[src/rtl/exemem_pkg.sv]
// Shared definitions for the EXE/MEM pipeline register slice: funct3
// encodings for load/store access sizes, the byte-enable type and the
// fall-through PC increment used for link-register values.
package exemem_pkg;

    // Load/store access-size encodings carried in funct3.
    localparam logic [2:0] F3_B  = 3'b000;
    localparam logic [2:0] F3_H  = 3'b001;
    localparam logic [2:0] F3_W  = 3'b010;
    localparam logic [2:0] F3_BU = 3'b100;
    localparam logic [2:0] F3_HU = 3'b101;

    // One enable per byte lane of the 32-bit data-memory port.
    typedef logic [3:0] byte_en_t;

    // Distance from an instruction to its sequential successor.
    localparam int PC_INC = 4;

    // Bit offset of the addressed byte lane inside a word.
    function automatic logic [4:0] lane_shift(input logic [1:0] addr);
        return {addr, 3'b000};
    endfunction

endpackage

[src/rtl/mem_store_align.sv]
// Store lane alignment and access misalignment detection.
// Purely combinational: moves store data into the addressed byte lanes,
// produces matching byte enables and flags halfword/word accesses that
// do not sit on their natural boundary (for both loads and stores).
module mem_store_align
    import exemem_pkg::*;
#(
    parameter int XLEN = 32
) (
    input  logic [XLEN-1:0] sd,
    input  logic [1:0]      addr,
    input  logic [2:0]      funct3,
    input  logic            write,
    input  logic            read,
    output byte_en_t        byte_en,
    output logic [XLEN-1:0] store_data,
    output logic            misalign
);

    logic [4:0] laneShift;
    logic       storeMis;
    logic       loadMis;
    byte_en_t   laneEn;

    assign laneShift = lane_shift(addr);

    // Place the store operand in its byte lanes and work out the raw enables.
    always_comb begin
        laneEn     = '0;
        store_data = sd;
        storeMis   = 1'b0;
        case (funct3)
            F3_B: begin
                laneEn     = 4'b0001 << addr;
                store_data = XLEN'(sd[7:0]) << laneShift;
            end
            F3_H: begin
                laneEn     = 4'b0011 << addr;
                store_data = XLEN'(sd[15:0]) << laneShift;
                storeMis   = addr[0];
            end
            F3_W: begin
                laneEn     = 4'b1111;
                storeMis   = |addr;
            end
            default: begin
                laneEn     = '0;
            end
        endcase
    end

    // Loads only care about the natural alignment of halfwords and words.
    always_comb begin
        loadMis = 1'b0;
        case (funct3)
            F3_H, F3_HU: loadMis = addr[0];
            F3_W:        loadMis = |addr;
            default:     loadMis = 1'b0;
        endcase
    end

    // A misaligned access must never strobe the memory, so enables drop too.
    always_comb begin
        misalign = (write & storeMis) | (read & loadMis);
        byte_en  = '0;
        if (write && !misalign) begin
            byte_en = laneEn;
        end
    end

endmodule

[src/rtl/exemem_reg.sv]
// EXE/MEM pipeline register.
// Captures the EXE-stage results, resolves the non-load write-back value,
// registers store lane alignment and misalignment, and hosts the cycle and
// instret counters read by the CSR unit.
// Optional build macro EXEMEM_PERF_CNT_EN: when defined the counters are
// implemented; otherwise both counter outputs are tied to zero.
module exemem_reg
    import exemem_pkg::*;
#(
    parameter int XLEN  = 32,
    parameter int CNT_W = 64
) (
    input  logic             clk,
    input  logic             reset,
    input  logic             EXE_valid,
    input  logic             EXE_flush,
    input  logic             im_stall,
    input  logic             dm_stall,
    input  logic             CSR_stall,
    input  logic             CSR_reset,
    input  logic [XLEN-1:0]  EXE_pc,
    input  logic [XLEN-1:0]  EXE_imm,
    input  logic [XLEN-1:0]  alu_out,
    input  logic [XLEN-1:0]  rs2_data,
    input  logic [XLEN-1:0]  frs2_data,
    input  logic [XLEN-1:0]  csr_rdata,
    input  logic [4:0]       EXE_write_addr,
    input  logic [2:0]       EXE_funct3,
    input  logic             EXE_PCtoRegSrc,
    input  logic             EXE_RDSrc,
    input  logic             EXE_CSRSel,
    input  logic             EXE_MemtoReg,
    input  logic             EXE_MemRead,
    input  logic             EXE_MenWrite,
    input  logic             EXE_RegWrite,
    input  logic             EXE_f_RegWrite,
    input  logic             EXE_Memoryin_f,
    output logic [XLEN-1:0]  MEM_pc,
    output logic [XLEN-1:0]  MEM_alu_out,
    output logic [XLEN-1:0]  MEM_rd_data,
    output logic [XLEN-1:0]  MEM_store_data,
    output logic [3:0]       MEM_byte_en,
    output logic [4:0]       MEM_write_addr,
    output logic [2:0]       MEM_funct3,
    output logic             MEM_MemtoReg,
    output logic             MEM_MemRead,
    output logic             MEM_MemWrite,
    output logic             MEM_RegWrite,
    output logic             MEM_f_RegWrite,
    output logic             MEM_valid,
    output logic             MEM_misalign,
    output logic [CNT_W-1:0] cycle_cnt,
    output logic [CNT_W-1:0] instret_cnt
);

    logic            stall;
    logic [XLEN-1:0] storeSrc;
    logic [XLEN-1:0] pcPlusImm;
    logic [XLEN-1:0] pcPlusInc;
    byte_en_t        alignByteEn;
    logic [XLEN-1:0] alignStoreData;
    logic            alignMis;

    logic [XLEN-1:0] rdData_d;
    logic            memtoReg_d;
    logic            memRead_d;
    logic            memWrite_d;
    logic            regWrite_d;
    logic            fRegWrite_d;

    logic [XLEN-1:0] pc_q;
    logic [XLEN-1:0] aluOut_q;
    logic [XLEN-1:0] rdData_q;
    logic [XLEN-1:0] storeData_q;
    byte_en_t        byteEn_q;
    logic [4:0]      writeAddr_q;
    logic [2:0]      funct3_q;
    logic            memtoReg_q;
    logic            memRead_q;
    logic            memWrite_q;
    logic            regWrite_q;
    logic            fRegWrite_q;
    logic            valid_q;
    logic            misalign_q;

    assign stall     = im_stall | dm_stall | CSR_stall;
    assign storeSrc  = EXE_Memoryin_f ? frs2_data : rs2_data;
    assign pcPlusImm = EXE_pc + EXE_imm;
    assign pcPlusInc = EXE_pc + XLEN'(PC_INC);

    // Request gating uses EXE_valid so a bubble can never flag misalignment.
    mem_store_align #(
        .XLEN       (XLEN)
    ) u_store_align (
        .sd         (storeSrc),
        .addr       (alu_out[1:0]),
        .funct3     (EXE_funct3),
        .write      (EXE_MenWrite & EXE_valid),
        .read       (EXE_MemRead & EXE_valid),
        .byte_en    (alignByteEn),
        .store_data (alignStoreData),
        .misalign   (alignMis)
    );

    // Resolve the non-load write-back value: CSR read beats the PC path, which beats the ALU.
    always_comb begin
        rdData_d = alu_out;
        if (EXE_CSRSel) begin
            rdData_d = csr_rdata;
        end else if (EXE_RDSrc) begin
            rdData_d = EXE_PCtoRegSrc ? pcPlusImm : pcPlusInc;
        end
    end

    // Control bits only survive for real instructions; a misaligned access is squashed.
    always_comb begin
        memtoReg_d  = EXE_MemtoReg   & EXE_valid;
        memRead_d   = EXE_MemRead    & EXE_valid & ~alignMis;
        memWrite_d  = EXE_MenWrite   & EXE_valid & ~alignMis;
        regWrite_d  = EXE_RegWrite   & EXE_valid & ~alignMis;
        fRegWrite_d = EXE_f_RegWrite & EXE_valid & ~alignMis;
    end

    // Pipeline register: reset and CSR_reset clear, stall holds, flush drops control only.
    always_ff @(posedge clk or posedge reset) begin
        if (reset) begin
            pc_q        <= '0;
            aluOut_q    <= '0;
            rdData_q    <= '0;
            storeData_q <= '0;
            byteEn_q    <= '0;
            writeAddr_q <= '0;
            funct3_q    <= '0;
            memtoReg_q  <= 1'b0;
            memRead_q   <= 1'b0;
            memWrite_q  <= 1'b0;
            regWrite_q  <= 1'b0;
            fRegWrite_q <= 1'b0;
            valid_q     <= 1'b0;
            misalign_q  <= 1'b0;
        end else if (CSR_reset) begin
            pc_q        <= '0;
            aluOut_q    <= '0;
            rdData_q    <= '0;
            storeData_q <= '0;
            byteEn_q    <= '0;
            writeAddr_q <= '0;
            funct3_q    <= '0;
            memtoReg_q  <= 1'b0;
            memRead_q   <= 1'b0;
            memWrite_q  <= 1'b0;
            regWrite_q  <= 1'b0;
            fRegWrite_q <= 1'b0;
            valid_q     <= 1'b0;
            misalign_q  <= 1'b0;
        end else if (!stall) begin
            if (EXE_flush) begin
                byteEn_q    <= '0;
                memtoReg_q  <= 1'b0;
                memRead_q   <= 1'b0;
                memWrite_q  <= 1'b0;
                regWrite_q  <= 1'b0;
                fRegWrite_q <= 1'b0;
                valid_q     <= 1'b0;
                misalign_q  <= 1'b0;
            end else begin
                pc_q        <= EXE_pc;
                aluOut_q    <= alu_out;
                rdData_q    <= rdData_d;
                storeData_q <= alignStoreData;
                byteEn_q    <= alignByteEn;
                writeAddr_q <= EXE_write_addr;
                funct3_q    <= EXE_funct3;
                memtoReg_q  <= memtoReg_d;
                memRead_q   <= memRead_d;
                memWrite_q  <= memWrite_d;
                regWrite_q  <= regWrite_d;
                fRegWrite_q <= fRegWrite_d;
                valid_q     <= EXE_valid;
                misalign_q  <= alignMis;
            end
        end
    end

    assign MEM_pc         = pc_q;
    assign MEM_alu_out    = aluOut_q;
    assign MEM_rd_data    = rdData_q;
    assign MEM_store_data = storeData_q;
    assign MEM_byte_en    = byteEn_q;
    assign MEM_write_addr = writeAddr_q;
    assign MEM_funct3     = funct3_q;
    assign MEM_MemtoReg   = memtoReg_q;
    assign MEM_MemRead    = memRead_q;
    assign MEM_MemWrite   = memWrite_q;
    assign MEM_RegWrite   = regWrite_q;
    assign MEM_f_RegWrite = fRegWrite_q;
    assign MEM_valid      = valid_q;
    assign MEM_misalign   = misalign_q;

`ifdef EXEMEM_PERF_CNT_EN
    logic [CNT_W-1:0] cycle_q;
    logic [CNT_W-1:0] cycle_d;
    logic [CNT_W-1:0] instret_q;
    logic [CNT_W-1:0] instret_d;
    logic             retire;

    // An instruction retires only on a genuine load edge of a valid, aligned instruction.
    assign retire    = ~CSR_reset & ~stall & ~EXE_flush & EXE_valid & ~alignMis;
    assign cycle_d   = cycle_q + CNT_W'(1);
    assign instret_d = retire ? instret_q + CNT_W'(1) : instret_q;

    // Counters survive CSR_reset; cycle keeps running through stalls and wraps naturally.
    always_ff @(posedge clk or posedge reset) begin
        if (reset) begin
            cycle_q   <= '0;
            instret_q <= '0;
        end else begin
            cycle_q   <= cycle_d;
            instret_q <= instret_d;
        end
    end

    assign cycle_cnt   = cycle_q;
    assign instret_cnt = instret_q;
`else
    assign cycle_cnt   = '0;
    assign instret_cnt = '0;
`endif

endmodule

[config.mk]
export PLATFORM = sky130hd
export DESIGN_NAME = exemem_reg
export DESIGN_NICKNAME = d
export VERILOG_FILES = /design/src/rtl/exemem_pkg.sv /design/src/rtl/mem_store_align.sv /design/src/rtl/exemem_reg.sv
export SDC_FILE = /design/constraint.sdc
export NUM_CORES = 1
export LEC_CHECK = 0
export BUFFER_PORTS_ARGS = -buffer_cell sky130_fd_sc_hd__buf_2
export CAP_MARGIN = 20
export CORE_AREA = 2 2 193 195
export CTS_BUF_LIST = sky130_fd_sc_hd__clkbuf_4 sky130_fd_sc_hd__clkbuf_8 sky130_fd_sc_hd__clkbuf_16
export DETAILED_ROUTE_END_ITERATION = 8
export DIE_AREA = 0 0 195 197
export PLACE_DENSITY = 0.52
export SYNTH_ARGS = -nofsm -noshare
export SYNTH_HDL_FRONTEND = slang
export SYNTH_SLANG_ARGS = --single-unit
[constraint.sdc]
create_clock -name clk -period 9.1 [get_ports clk]
set_input_delay 0.455 -clock clk [delete_from_list [all_inputs] [get_ports clk]]
set_output_delay 0.455 -clock clk [all_outputs]
set_load 0.01 [all_outputs]
# After elaboration in Yosys (flattened, before gate mapping)
# Index checks and enable logic that the tools add are counted.
dict set report word_totals {
  in_bits 217
  output_inout_bits 275
  reg_bits 147
}
dict set report classes {
  reduce_logical 6
  mux 51
  eq_ne 5
  bitwise 15
  shift 4
  add_sub_neg 2
}
# operator n
set ops {}
lappend ops {{2-to-1 mux 32 bit} 16}
lappend ops {{one-hot mux 32 bit (2 select lines)} 1}
lappend ops {{adder 32 x 3 -> 32 bit, second input constant} 1}
lappend ops {{adder 32 bit} 1}
lappend ops {{left shift 16 x 5 -> 32 bit} 1}
lappend ops {{left shift 8 x 5 -> 32 bit} 1}
lappend ops {{2-to-1 mux 1 bit} 21}
lappend ops {{2-to-1 mux 4 bit} 4}
lappend ops {{2-to-1 mux 5 bit} 3}
lappend ops {{one-hot mux 4 bit (3 select lines)} 1}
lappend ops {{AND 1 bit} 11}
lappend ops {{2-to-1 mux 3 bit} 3}
lappend ops {{one-hot mux 1 bit (2 select lines)} 2}
lappend ops {{OR reduction 2 bit} 2}
lappend ops {{left shift 1 x 2 -> 4 bit, first input constant} 1}
lappend ops {{left shift 2 x 2 -> 4 bit, first input constant} 1}
lappend ops {{== test 3 x 1 -> 1 bit, second input constant} 1}
lappend ops {{== test 3 x 2 -> 1 bit, second input constant} 1}
lappend ops {{== test 3 bit, second input constant} 1}
lappend ops {{zero test 3 bit} 1}
lappend ops {{OR 1 bit} 3}
lappend ops {{!= test 2 x 1 -> 1 bit, second input constant} 1}
lappend ops {{!= test 2 bit, second input constant} 1}
lappend ops {{AND reduction 2 bit} 1}
lappend ops {{other kinds (3)} 3}

# Logic depth before layout (Yosys ltp)
# Gate-level depths: netlist of the first run.
dict set report depth {
  ltp_word 11
  ltp_mapped 12
  mapped_depth_nobuf 12
}

# Cells and area by module
# A second synthesis of the first run with hierarchy kept.
dict set report hier_totals {
  cells_unflattened 1082
  area_unflattened_um2 10136.0
}
# mod cells_each instances seq_area_each_um2 area_each_um2
set modules_own_cells {}
lappend modules_own_cells {exemem_reg 983 1 3678.5 9475.3}
lappend modules_own_cells {mem_store_align 99 1 0.0 660.6}

# Least setup slack after synthesis of the first run
# OpenSTA, ideal clock, no wires.
dict set report synth_timing {
  path_type {in2reg}
  start {input port EXE_pc[3]}
  end {register rdData_q[27], in the netlist MEM_rd_data[27]}
  path_buffers 0
  required_time_ns 8.979
  setup_slack_ns 6.256
  path_stages 10
  t_arrival_ns 2.723
  setup_time_ns 0.121
  cell_sequence {ha_1 > a21o_1 > a21oi_2 > a21oi_1 > or4_4 > a21o_1 > a221o_1 > a211oi_1 > o2111ai_1 > a22o_1}
}
dict set report synth_via {
  elab_chain_cells 7
}
# item line
set synth_rtl {}
lappend synth_rtl {{start: declaration} exemem_reg.sv:21} ;# input logic [XLEN-1:0] EXE_pc,
lappend synth_rtl {{adder 32 x 3 -> 32 bit / adder 32 bit (equally long branches)} {exemem_reg.sv:89, exemem_reg.sv:88}}
lappend synth_rtl {{2-to-1 mux 32 bit (*)} exemem_reg.sv:111} ;# rdData_d = EXE_PCtoRegSrc ? pcPlusImm : pcPlusInc;
lappend synth_rtl {{2-to-1 mux 32 bit (*)} exemem_reg.sv:110} ;# end else if (EXE_RDSrc) begin
lappend synth_rtl {{2-to-1 mux 32 bit (*)} exemem_reg.sv:108} ;# if (EXE_CSRSel) begin
lappend synth_rtl {{2-to-1 mux 32 bit (*)} exemem_reg.sv:157} ;# if (EXE_flush) begin
lappend synth_rtl {{2-to-1 mux 32 bit (*)} exemem_reg.sv:156} ;# end else if (!stall) begin
lappend synth_rtl {{2-to-1 mux 32 bit (*)} exemem_reg.sv:141} ;# end else if (CSR_reset) begin
lappend synth_rtl {{end signal: assignment} exemem_reg.sv:169} ;# rdData_q <= rdData_d;
lappend synth_rtl {{end: declaration} exemem_reg.sv:73} ;# logic [XLEN-1:0] rdData_q;
# Every way passes the cells marked *; elsewhere a longest branch is shown, timed or not. The select of a mux whose other input is x is not followed.
# A chain may end at the register's enable or synchronous reset.

# Worst setup path after layout of the first run
dict set report layout_timing {
  start {input port EXE_pc[0]}
  end {register rdData_q[22], in the netlist MEM_rd_data[22]}
}
# Same word-level chain as after synthesis.

==> impl_summary.md, run 1 <==
Route
The first TritonRoute pass finished after 4 iterations. The final layout contains routed wiring with a total length of 38950 um. After detailed routing, the number of remaining DRC violations is 0. The routed via count divided by cell count is roughly 4.9. The total number of vias is 9342. The number of DRC markers in iteration 0 is around 550.

The remaining antenna violation count is 0. The per-cell routed wire length is 20.49 um.

CTS
The total of hold buffers inserted after clock tree synthesis is 0. The setup fix buffers added after clock tree synthesis is 0. The maximum level of the CTS H-tree is 4. Post-CTS repair changed the size of 0 cells. Clock latency on the worst-skew pair, taken at its later pin, is 0.44 ns. The clock transition time at the flip-flop clock pins of the worst setup and hold paths is 0.06 ns. The number of clock sinks is 147.

The CTS tree is built. The total clock buffers created by CTS is 17. The maximum buffer depth of the clock tree is 2. The clock root buffer is clkbuf_16.

Setup path
The required arrival time at the worst endpoint is 9.41 ns. The startpoint type of the worst setup path is an input pin. The startpoint identified for the worst register-to-register timing path is MEM_rd_data[31]. The worst setup path is captured at a flop. For the worst flop-to-flop path, the logic depth is 2. In this run the worst path has a maximum fanout of 5. By startpoint and endpoint, the worst setup path is classified as input pin to flop. STA puts the critical path data arrival time at 3.42 ns. The critical path startpoint is EXE_pc[0].

Die
The floorplan has 70 rows. The initial core utilization is 0.2717. The overall die area is 38420 um2. The overall die width is 195 um.

Measured along the y axis, the die boundary spans 197 um. The core box area is ~36000 um2. The top-level port count is 492.

Power
The worst-case IR drop observed on VDD is 0.1326 mV. The leakage power figure is 6.435 nW. The power density over the cells is 148.7 nW/um2. Overall power consumption after layout is estimated at 1.827 mW.

Logic synthesis
The synthesized design contains 0 enable-type register cells. Synthesis produced between 1000 and 1500 cells. The number of different library cells used by synthesis comes to 61. The post-synthesis average cell area is 9.081 um2. In this run, synthesis produced a sequential element count of 147. For this run, the register share of the synthesized area comes to 0.3733. The synthesized netlist occupies a cell area of 9853 um2. The Yosys step of the flow raised 0 warnings. In the synthesized netlist the dominant register cell turns out to be dfrtp_1. The async set-or-reset flop fraction in the synthesized netlist is 1.000.

Place
The placer's final routability congestion estimate is between 0.8 and 0.9. Once detailed placement completed, the half-perimeter wirelength came to 29640 um. Buffers placed on the I/O ports in this run total 363.

Global route
In the global route stage, overall resource usage came out at 0.1981. The first-pass GRT wire length is 57220 um. The total global routing overflow is 0.

The number of global-route vias before repair is ~9000. The number of antenna violations at the first check in global routing is 8. Entering global routing, the biggest net connects 83 pins.

Cells and area
The area growth from synthesis to final layout is 24.65%. The ratio of cells with drive above 1 in the final layout is 0.2911. For this run, the post-layout net count is 1666.

Timing
The number of hold-slack violations in the final timing report is 0. In this run the tightest slew margin relative to its limit is 0.2850. The achievable frequency is 321.4 MHz.

Setup repair after global routing left no endpoint under its margin. The setup TNS after final layout is 0 ns. Setup violations remaining at the end of the flow were counted as 0. The clock skew is 0 ns. The max-slew violation total from the final report came to 0.

The time the worst path needs with I/O delays and setup is 3.111 ns. The pin slew with the least headroom to its limit is 1.071 ns. The share of the clock period used by the worst path is 0.3419.

Hold path
The type of the worst min-delay path is input pin to asynchronous set/reset pin.

Status
The flow ran to the end, and the final reports show no timing, DRC or antenna violations.

Run
The number of maximum-capacitance constraint violations is 0.
## critical path: stages
cell	delay (ns)
buf_2	0.10
ha_1	0.17
inv_1	0.06
fa_1	0.39
nand2b_1	0.20
a21oi_1	0.22
o2111ai_1	0.19
a31oi_1	0.59
a21oi_1	0.24
o21ai_0	0.29
xor2_1	0.10
a21oi_1	0.30
o21ai_0	0.12
## power by group
| group | switching (mW) | leakage, nW | internal, mW |
|---|---|---|---|
| Clock | 0.309 | 0.301 | 0.469 |
| Sequential | 0.00771 | 2.04 | 0.667 |
| Combinational | 0.239 | 4.09 | 0.135 |
| Total | 0.556 | 6.44 | 1.27 |
## area by class of cell
cell class	instances	area (um2)
antenna	4	10.01
sequential	147	3679
inverter	17	68.82
tap	468	585.6
clock inverter	12	178.9
clock buffer	20	447.9
fill	3883	23980
timing repair buffer	374	1899
multi-input combinational	859	5413
## final timing paths
check                                        to  slack, ns
worst max register to register  MEM_rd_data[31]       7.92
worst min-delay path            MEM_alu_out[28]       0.14
max in group asynchronous       MEM_rd_data[29]       7.49
worst max-delay path            MEM_rd_data[22]       5.99
worst min register to register   MEM_byte_en[2]       0.48
min in group clk                MEM_rd_data[12]       0.23
## registers in the layout (all words and copies together), names as in the netlist
name            count
MEM_MemRead         1
MEM_MemWrite        1
MEM_MemtoReg        1
MEM_RegWrite        1
MEM_alu_out        32
MEM_byte_en         4
MEM_f_RegWrite      1
MEM_funct3          3
MEM_misalign        1
MEM_pc             32
MEM_rd_data        32
MEM_store_data     32
MEM_valid           1
MEM_write_addr      5
## Yosys cell counts (5+ instances only)
cell | n | share of area
a21oi_1 | 74 | 0.038
xnor2_1 | 27 | 0.024
o221ai_1 | 13 | 0.012
nand3_1 | 12 | 0.0061
a32o_1 | 17 | 0.017
dfrtp_1 | 147 | 0.37
nand2b_1 | 11 | 0.0070
nand4_1 | 11 | 0.0070
o21ai_0 | 77 | 0.039
xor2_1 | 24 | 0.021
nand2_1 | 100 | 0.038
buf_1 | 5 | 0.0019
buf_4 | 128 | 0.098
and3_1 | 18 | 0.011
ha_1 | 32 | 0.041
clkbuf_1 | 54 | 0.021
a22o_1 | 88 | 0.078
a21o_1 | 9 | 0.0069
nor3_1 | 16 | 0.0081
nor2b_1 | 12 | 0.0076
o22ai_1 | 11 | 0.0070
a211oi_1 | 13 | 0.0099
nor2_1 | 54 | 0.021
or3_1 | 5 | 0.0032
a31oi_1 | 7 | 0.0044
inv_1 | 17 | 0.0065
a22oi_1 | 13 | 0.0099
mux2i_1 | 38 | 0.039
## per-stage QoR
stage | hold slack [ns] | instances | area, um2 | setup WS [ns] | utilization
after global placement | 0.4583 | 1865 | 11640 | 5.566 | 0.3212
final | 0.1392 | 1901 | 12280 | 5.989 | 0.3387
after global routing | 0.1902 | 1900 | 12280 | 5.781 | 0.3386
after detailed placement | 0.4652 | 1865 | 11640 | 5.560 | 0.3212
after floorplan | 0.5142 | 1212 | 10330 | 4.694 | -
after CTS | 0.1852 | 1897 | 12270 | 6.020 | 0.3384
## kinds of logic (layout without fill, tap and decap cells)
logic type               after synthesis  count (layout)  share of synthesized area
AO/OA/AOI/OAI                        357             357                     0.2527
XOR/XNOR                              51              51                    0.04533
AND/OR/NAND/NOR                      252             252                     0.1195
flip-flops                           147             147                     0.3733
other                                  1             132                  0.0003806
multiplexers                          38              38                    0.03860
adder cells (fa/ha/maj)               33              33                    0.04267
buffers and inverters                206             423                     0.1275
## metal layers
layer | vias up | track usage | part of all wire
met1 | 4507 | 0.2432 | 0.42
met4 | 4 | 0.07831 | 0.028
met3 | 56 | 0.04997 | 0.068
met5 | - | 0 | 0.00036
met2 | 381 | 0.3335 | 0.48
li1 | 4394 | - | -
## cells in the final DEF (no fill, tap or decap), drive strengths merged, types with 12 or more instances in the layout
| cell type | netlist | final |
|---|---|---|
| ha | 32 | 32 |
| a32o | 17 | 17 |
| o21ai | 78 | 78 |
| a21oi | 75 | 75 |
| nor2 | 54 | 54 |
| nand2 | 100 | 100 |
| dfrtp | 147 | 147 |
| o221ai | 13 | 13 |
| a22o | 88 | 88 |
| xnor2 | 27 | 27 |
| buf | 135 | 374 |
| inv | 17 | 19 |
| conb | 1 | 128 |
| and3 | 18 | 18 |
| clkbuf | 54 | 20 |
| nor2b | 12 | 12 |
| nand3 | 12 | 12 |
| a211oi | 13 | 13 |
| nor3 | 16 | 16 |
| a22oi | 13 | 13 |
| mux2i | 38 | 38 |
| xor2 | 24 | 24 |
(Power assumes the default switching activity.)
==> run 2: changes to the inputs <==
PLACE_DENSITY = 0.54   (was 0.52)
clock period = 2.85 ns   (was 9.1 ns; I/O delays follow)
==> run 2 against run 1 <==
Clock power increased to 2.9 times the previous value. Non-clock buffer count increased by 132. Wire length increased by 5.4%. Power increased to 3.1 times the previous value. Critical path depth decreased by 1. First-iteration DRC count increased by 20%. Utilization increased by 3.2 points. Die area unchanged. Via count increased by 5.8%. Sequential cell count unchanged.
==> impl_summary.md, run 2 (synthesis results as in run 1) <==
Die
The height of the chip is 197 um (unchanged). The initial core utilization is 0.2717 (unchanged). The overall die width is 195 um (unchanged).

The overall die area was 38420 um2 (unchanged). The core box area was 36260 um2 (unchanged). The top-level port count is 492 (unchanged). The number of standard-cell rows in the floorplan is 70 (unchanged).

Route
The number of DRC markers in iteration 0 is 655 (was 547). The number of iterations in the first detailed-routing pass is 7 (was 4). The routed via count divided by cell count is 4.863 (was 4.914).

The total number of vias is 9886 (was 9342). The post-route DRC violation count is 0 (unchanged). The total wire length after detailed routing is 41040 um (was 38950 um). The remaining antenna violation count is 0 (unchanged). The per-cell routed wire length is 20.19 um (was 20.49 um).

Setup path
The category of the worst setup path capture point is a flop (unchanged). The source of the worst register-to-register timing path was MEM_rd_data[7] (was MEM_rd_data[31]). The critical-path maximum fanout is 4 (was 5). The setup slack of the most critical reg-to-reg path was 1.53 ns (was 7.92 ns).

The worst path arrival time was 2.87 ns (was 3.42 ns). The endpoint of the lowest-slack register-to-register path is MEM_rd_data[7] (was MEM_rd_data[31]). The required arrival time at the worst endpoint is 3.19 ns (was 9.41 ns). The startpoint type of the worst setup path is an input pin (unchanged). The kind of critical path was input pin to flop (unchanged). The cell depth of the worst flop-to-flop path was 3 (was 2).

Status
Result of the run: complete, no violations (unchanged).

Hold path
The type of the worst min-delay path is input pin to flop (was input pin to asynchronous set/reset pin). For hold timing, the worst endpoint is MEM_alu_out[25]. The number of stages on the worst hold path is 2.

The worst hold path begins at alu_out[25].

Place
The cell area after placement is 12210 um2 (was 11640 um2). The estimated wirelength of the detail-placed design is 31750 um (was 29640 um). The placer's final routability congestion estimate came to 0.8840 (was 0.8637).

The count of buffers from port buffering is 363 (unchanged).

CTS
The total clock buffers created by CTS is 17 (unchanged). The number of clock sinks is 147 (unchanged). The clock transition time at the flip-flop clock pins of the worst setup and hold paths came to 0.08 ns (was 0.06 ns). The later-pin clock latency in the skew report is 0.44 ns (about the same). The maximum buffer depth of the clock tree is 2 (unchanged).

The clock root buffer is clkbuf_16 (unchanged). The maximum level of the CTS H-tree is 4 (unchanged). The CTS tree is built (unchanged).

Global route
The number of antenna violations at the first check in global routing is 6 (was 8). The number of global-route vias before repair is 9879 (was 8959). The total global routing overflow is 0 (unchanged). The first-pass GRT wire length was 60720 um (was 57220 um). The global-route total usage across every layer is 0.2098 (was 0.1981). The maximum number of pins on one net before global-route repair is 55 (was 83).

Timing
The number of hold-slack violations in the final timing report is 0 (unchanged). The max-slew violation total from the final report was 0 (unchanged). The worst-case headroom to the max-slew limit is 0.4520 (was 0.2850). The pin slew with the least headroom to its limit was 0.8202 ns (was 1.071 ns). The setup violation total in the final timing report is 0 (unchanged).

Of the available clock period, the critical path in the final layout requires 0.8894. For this run, the top clock speed supported by timing is 394.5 MHz. The time the worst path needs with I/O delays and setup is roughly 2.5 ns. The clock skew came to 0 ns (unchanged).

Unrepaired setup endpoints after global routing: false (unchanged).

Cells and area
Top library cells by usage in the layout, fill and taps aside: buf_2 (363), dfrtp_1 (147), conb_1 (128) (unchanged). The area growth from synthesis to final layout is 36.42% (was 24.65%). The count of nets after finishing came to 1798 (was 1666). The ratio of cells with drive above 1 in the final layout is 0.3101 (was 0.2911). The final design utilization was 0.3707 (was 0.3387). The total non-filler cell area in the finished layout is 13440 um2 (was 12280 um2).

The number of fillers in the final layout came to 3740 (was 3883). The most common cell after layout, fill and taps aside is buf_2 (unchanged).

Run
The number of maximum-capacitance constraint violations came to 0 (unchanged).

Power
The leakage power figure is 7.019 nW (was 6.435 nW). The worst voltage drop across the vdd grid came to 0.4183 mV (was 0.1326 mV). The power density over the cells is 427.9 nW/um2 (was 148.7 nW/um2).
run 2: critical path, cell delays in order:
cell and delay, ns:
dlygate4sd3_1 0.52, buf_2 0.15, ha_1 0.25, a21o_1 0.23, a21boi_0 0.29, o21bai_1 0.12
a21oi_1 0.14, o21ai_0 0.11, a31oi_2 0.21, xnor2_1 0.18, a2111oi_0 0.13, or3_1 0.39
run 2: cell type report:
class                      count  area (um2)  share of cell area
antenna                        4       10.01           0.0007447
timing repair buffer         506        3115              0.2318
clock buffer                  19       440.4             0.03277
tap                          468       585.6             0.04356
multi-input combinational    859        5431              0.4041
inverter                      17       67.56            0.005027
sequential                   147        3679              0.2737
clock inverter                13       112.6            0.008378
run 2: routing by layer:
| metal | track usage | wire length, um | vias up |
|---|---|---|---|
| met2 | 0.3618 | 20020 | 453 |
| met1 | 0.2631 | 17390 | 4725 |
| met4 | 0.06870 | 938 | 2 |
| met5 | 0 | 13 | - |
| li1 | - | - | 4652 |
| met3 | 0.04158 | 2674 | 54 |
run 2: where the power goes:
part | switching [mW] | total (mW) | internal (mW)
logic | 0.810 | 1.38 | 0.571
registers | 0.0252 | 2.15 | 2.13
clock network | 1.00 | 2.22 | 1.21
total | 1.84 | 5.75 | 3.91
run 2: worst max-delay path by stage:
| stage | from | to | slack [ns] | depth (start not counted) |
|---|---|---|---|---|
| floorplan | EXE_pc[3] | MEM_rd_data[27] | 0.32 | 10 |
| global placement | EXE_pc[0] | MEM_rd_data[20] | -0.16 | 16 |
| detailed placement | EXE_pc[0] | MEM_rd_data[30] | -0.23 | 14 |
| CTS | EXE_pc[23] | MEM_rd_data[30] | 0.20 | 12 |
| global route | EXE_pc[23] | MEM_rd_data[26] | 0.03 | 13 |
| finish | EXE_pc[23] | MEM_rd_data[31] | 0.32 | 12 |
run 2: metrics by stage:
step           setup WS [ns]  total power, mW  hold slack [ns]  instances  setup TNS [ns]
3_5_place_dp         -0.2317            3.492           0.3424       1932         -0.7445
4_1_cts               0.2018            5.806         0.002249       2029               0
2_1_floorplan         0.3189            3.038           0.2750       1212               0
3_3_place_gp         -0.1550            3.489           0.3420       1932         -0.6007
5_1_grt              0.03021            6.028          0.02276       2032               0
6_report              0.3152            5.752          0.01714       2033               0
run 2: timing repair:
item | in CTS | in global routing
resized for setup | 0 | 3
hold endpoints to repair | 89 | 0
setup endpoints to repair | 0 | 2
buffers inserted | 0 | 0
hold buffers | 65 | 0
==> run 3: changes to the inputs <==
ABC_AREA = 1   (was default)
ABC_CLOCK_PERIOD_IN_PS = 2850   (was default)
CORE_AREA = default   (was 2 2 193 195)
CORE_ASPECT_RATIO = 2   (was default)
CORE_MARGIN = 2   (was default)
CORE_UTILIZATION = 31   (was default)
DIE_AREA = default   (was 0 0 195 197)
PLACE_DENSITY = 0.59   (was 0.54)
==> run 3 against run 2 <==
Register-to-register slack gained 0.56 ns. Final area up 4.0%. First-iteration DRC count grew 27%. Sequential share of layout area decreased by 1.0 points. Highest routed layer unchanged. Critical path depth rose by 3. Synthesized cell count grew 48%. Maximum frequency down 0.23%. Via count grew 23%. Hold slack about the same. Die area shrank 3.0%. Clock skew unchanged. Non-clock buffer count decreased by 72.
==> impl_summary.md, run 3 <==
Route
The total wire length after detailed routing is 52190 um (was 41040 um). The number of DRC markers in iteration 0 is 833 (was 655). The routed via count divided by cell count is 4.960 (was 4.863). The per-cell routed wire length is 21.24 um (was 20.19 um). The number of iterations in the first detailed-routing pass is 5 (was 7). The total number of vias was 12187 (was 9886). The post-route DRC violation count is 0 (unchanged). The remaining antenna violation count is 0 (unchanged).

Timing
The setup TNS after final layout is 0 ns (unchanged). The clock skew was 0 ns (unchanged). The time the worst path needs with I/O delays and setup is 2.541 ns (was 2.535 ns). The worst setup margin came to 0.3092 ns (was 0.3152 ns). Unrepaired setup endpoints after global routing: false (unchanged). The worst-case headroom to the max-slew limit is 0.4697 (was 0.4520). The share of the clock period used by the worst path is 0.8915 (was 0.8894). The achievable frequency is 393.6 MHz (was 394.5 MHz).

The pin slew with the least headroom to its limit came to 0.7946 ns (was 0.8202 ns). The setup violation total in the final timing report is 0 (unchanged). The number of hold-slack violations in the final timing report is 0 (unchanged). The max-slew violation total from the final report is 0 (unchanged).

Place
The placer's final routability congestion estimate came to 0.9880 (was 0.8840). The count of buffers from port buffering is 363 (unchanged). The post-placement setup slack is 0.3847 ns (was -0.2317 ns). The estimated wirelength of the detail-placed design is 42170 um (was 31750 um).

Logic synthesis
The dominant cell type by area after synthesis was dfrtp_1 (unchanged). Most instantiated cells after synthesis: nand2_1 (486), dfrtp_1 (147), buf_4 (130) (was dfrtp_1 (147), buf_4 (128), nand2_1 (100)). The number of different library cells in the post-synthesis netlist is 52 (was 61). The async set-or-reset flop fraction in the synthesized netlist is 1.000 (unchanged). The post-synthesis instance area is 11050 um2 (was 9853 um2).

The cell count after synthesis is 1605 (was 1085). The most common flop cell mapped by yosys was dfrtp_1 (unchanged). The count of warnings emitted by yosys came to 0 (unchanged). The top-area cell type share of the netlist area is 0.3329 (was 0.3733). The sequential cell area fraction in the yosys report came to 0.3329 (was 0.3733). Dominant cells by area after synthesis: dfrtp_1 (33%), nand2_1 (17%), buf_4 (8.8%), o21ai_0 (5.3%), a21oi_1 (5.2%) (was dfrtp_1 (37%), buf_4 (9.8%), a22o_1 (7.8%), ha_1 (4.1%), o21ai_0 (3.9%)). The number of flip-flops and latches in the synthesized netlist was 147 (unchanged). The cell with the most instances after synthesis was nand2_1 (was dfrtp_1). The post-synthesis average cell area is 6.885 um2 (was 9.081 um2).

The count of flip-flops with a built-in enable after synthesis is 0 (unchanged).

Cells and area
The area growth from synthesis to final layout is 26.46% (was 36.42%). The ratio of cells with drive above 1 in the final layout is 0.2254 (was 0.3101). Top library cells by usage in the layout, fill and taps aside: nand2_1 (486), buf_2 (363), dfrtp_1 (147) (was buf_2 (363), dfrtp_1 (147), conb_1 (128)). The most common cell after layout, fill and taps aside is nand2_1 (was buf_2). The count of nets after finishing is 2247 (was 1798).

Global route
The number of global-route vias before repair is 12189 (was 9879). The total global routing overflow is 0 (unchanged). The global-route total usage across every layer is 0.2789 (was 0.2098). The maximum number of pins on one net before global-route repair was 85 (was 55). The first-pass GRT wire length is 75580 um (was 60720 um). The number of antenna violations at the first check in global routing is 7 (was 6).

CTS
The maximum buffer depth of the clock tree was 2 (unchanged). The CTS tree is built (unchanged). The number of instances resized during post-cts repair was 0 (unchanged). The total clock buffers created by CTS is 17 (unchanged). The later-pin clock latency in the skew report is 0.45 ns (was 0.44 ns). The clock transition time at the flip-flop clock pins of the worst setup and hold paths was 0.06 ns (was 0.08 ns).

The clock root buffer is clkbuf_16 (unchanged). The number of clock sinks was 147 (unchanged). The maximum level of the CTS H-tree is 4 (unchanged).

Power
The leakage power figure is 7.901 nW (was 7.019 nW). The worst voltage drop across the vdd grid came to 0.3892 mV (was 0.4183 mV). The power density over the cells came to 445.0 nW/um2 (was 427.9 nW/um2). The post-route total power is 6.218 mW (was 5.752 mW).

Die
The overall die width is 137.5 um (was 195 um). The top-level port count is 492 (unchanged). The overall die area came to 37270 um2 (was 38420 um2). The height of the chip is 271.0 um (was 197 um). The core box area came to 35070 um2 (was 36260 um2).

The number of standard-cell rows in the floorplan is 97 (was 70). The initial core utilization is 0.3151 (was 0.2717).

Hold path
The type of the worst min-delay path is input pin to flop (unchanged).

Setup path
The largest stage delay on the critical path is 0.54 ns (was 0.52 ns). The kind of critical path is input pin to flop (unchanged). The slowest stage cell on the critical path is dlygate4sd3_1 (unchanged). The required arrival time at the worst endpoint was 3.19 ns (about the same). The worst path arrival time was 2.88 ns (was 2.87 ns). Cells along the critical path: dlygate4sd3_1 > buf_2 > ha_1 > inv_1 > fa_1 > o21ai_2 > nand2_1 > nand2_1 > a21oi_1 > xor2_1 > nand2_1 > nand2_1 > nand2_1 > nand2_1 > nand2_1 (was dlygate4sd3_1 > buf_2 > ha_1 > a21o_1 > a21boi_0 > o21bai_1 > a21oi_1 > o21ai_0 > a31oi_2 > xnor2_1 > a2111oi_0 > or3_1). The critical-path maximum fanout is 4 (unchanged).

The category of the worst setup path capture point is a flop (unchanged). Counting stages on the worst path, the most repeated cell is nand2_1. The startpoint type of the worst setup path is an input pin (unchanged).

Status
Result of the run: complete, no violations (unchanged).

Run
The number of maximum-capacitance constraint violations is 0 (unchanged).
## run 3: cell types whose count changed in the layout (fill, tap and decap cells not counted), moves of 16 or more
cell,before,now
nor2_1,52,124
dlygate4sd3_1,65,43
and3_1,18,0
a21oi_1,74,115
mux2i_1,38,5
o21ai_0,77,118
inv_1,16,127
nand3_1,12,98
buf_4,73,26
a32o_1,17,1
a22o_1,88,37
xnor2_1,27,9
nand2_1,100,486
## run 3: cell families after synthesis
family,Yosys count,synth area share
xor gates and xnor gates,20,0.01585
buffers and inverters,323,0.1590
AOI/OAI and AO/OA,315,0.1651
adders and majority gates,33,0.03804
muxes,5,0.004529
DFF,147,0.3329
other,1,0.0003393
and+or+nand+nor,761,0.2843
## run 3: worst max-delay path, delay by kind of cell
family | cells | cell delay, ns
buffers and inverters | 3 | 0.79
AND/OR/NAND/NOR | 7 | 0.68
adder cells (fa/ha/maj) | 2 | 0.64
AO/OA/AOI/OAI | 2 | 0.40
XOR/XNOR | 1 | 0.22
## run 3: final cells by class
type                       count  area [um2]
fill                        3786       21100
multi-input combinational   1262        6092
sequential                   147        3679
timing repair buffer         434        2482
tap                          445       556.8
inverter                     135       513.0
clock buffer                  19       440.4
clock inverter                13       206.4
antenna                        2       5.005
## run 3: where the power goes
group          total (mW)  switching, mW  internal [mW]
Clock                2.57          0.991           1.57
Sequential           2.15         0.0251           2.13
Combinational        1.50           1.02          0.484
## run 3: final timing paths
check                           start              end  slack, ns  cells past startpoint
setup / recovery            EXE_pc[0]  MEM_rd_data[16]       0.31                     15
setup reg to reg            MEM_pc[6]        MEM_pc[6]       2.09                      1
hold reg to reg             MEM_pc[8]        MEM_pc[8]       0.47                      2
max in group asynchronous       reset       MEM_pc[25]       1.61                      4
hold / removal             alu_out[9]   MEM_alu_out[9]       0.02                      2
min in group asynchronous       reset   MEM_f_RegWrite       0.31                      3
## run 3: per-stage QoR
stage | util | cell area [um2] | cells | hold WS (ns)
after global routing | 0.3984 | 13970 | 2457 | 0.02470
after detailed placement | 0.3676 | 12890 | 2380 | 0.2462
final | 0.3984 | 13970 | 2457 | 0.01688
after floorplan | - | 11530 | 1732 | 0.2389
after global placement | 0.3676 | 12890 | 2380 | 0.2388
after CTS | 0.3983 | 13970 | 2455 | 0.002817
## run 3: metal layers
layer  routed length (um)  global-route usage  up-vias
li1                     -                   -     5765
met1                17060              0.2666     5694
met2                28200              0.5178      564
met3                 2774             0.04591      156
met4                 4106              0.2046        8
met5                   48                   0        -
## run 3: repair_timing
item | CTS | global route
hold buffers | 43 | 0
hold endpoints to repair | 65 | 0
setup buffers | 0 | 0
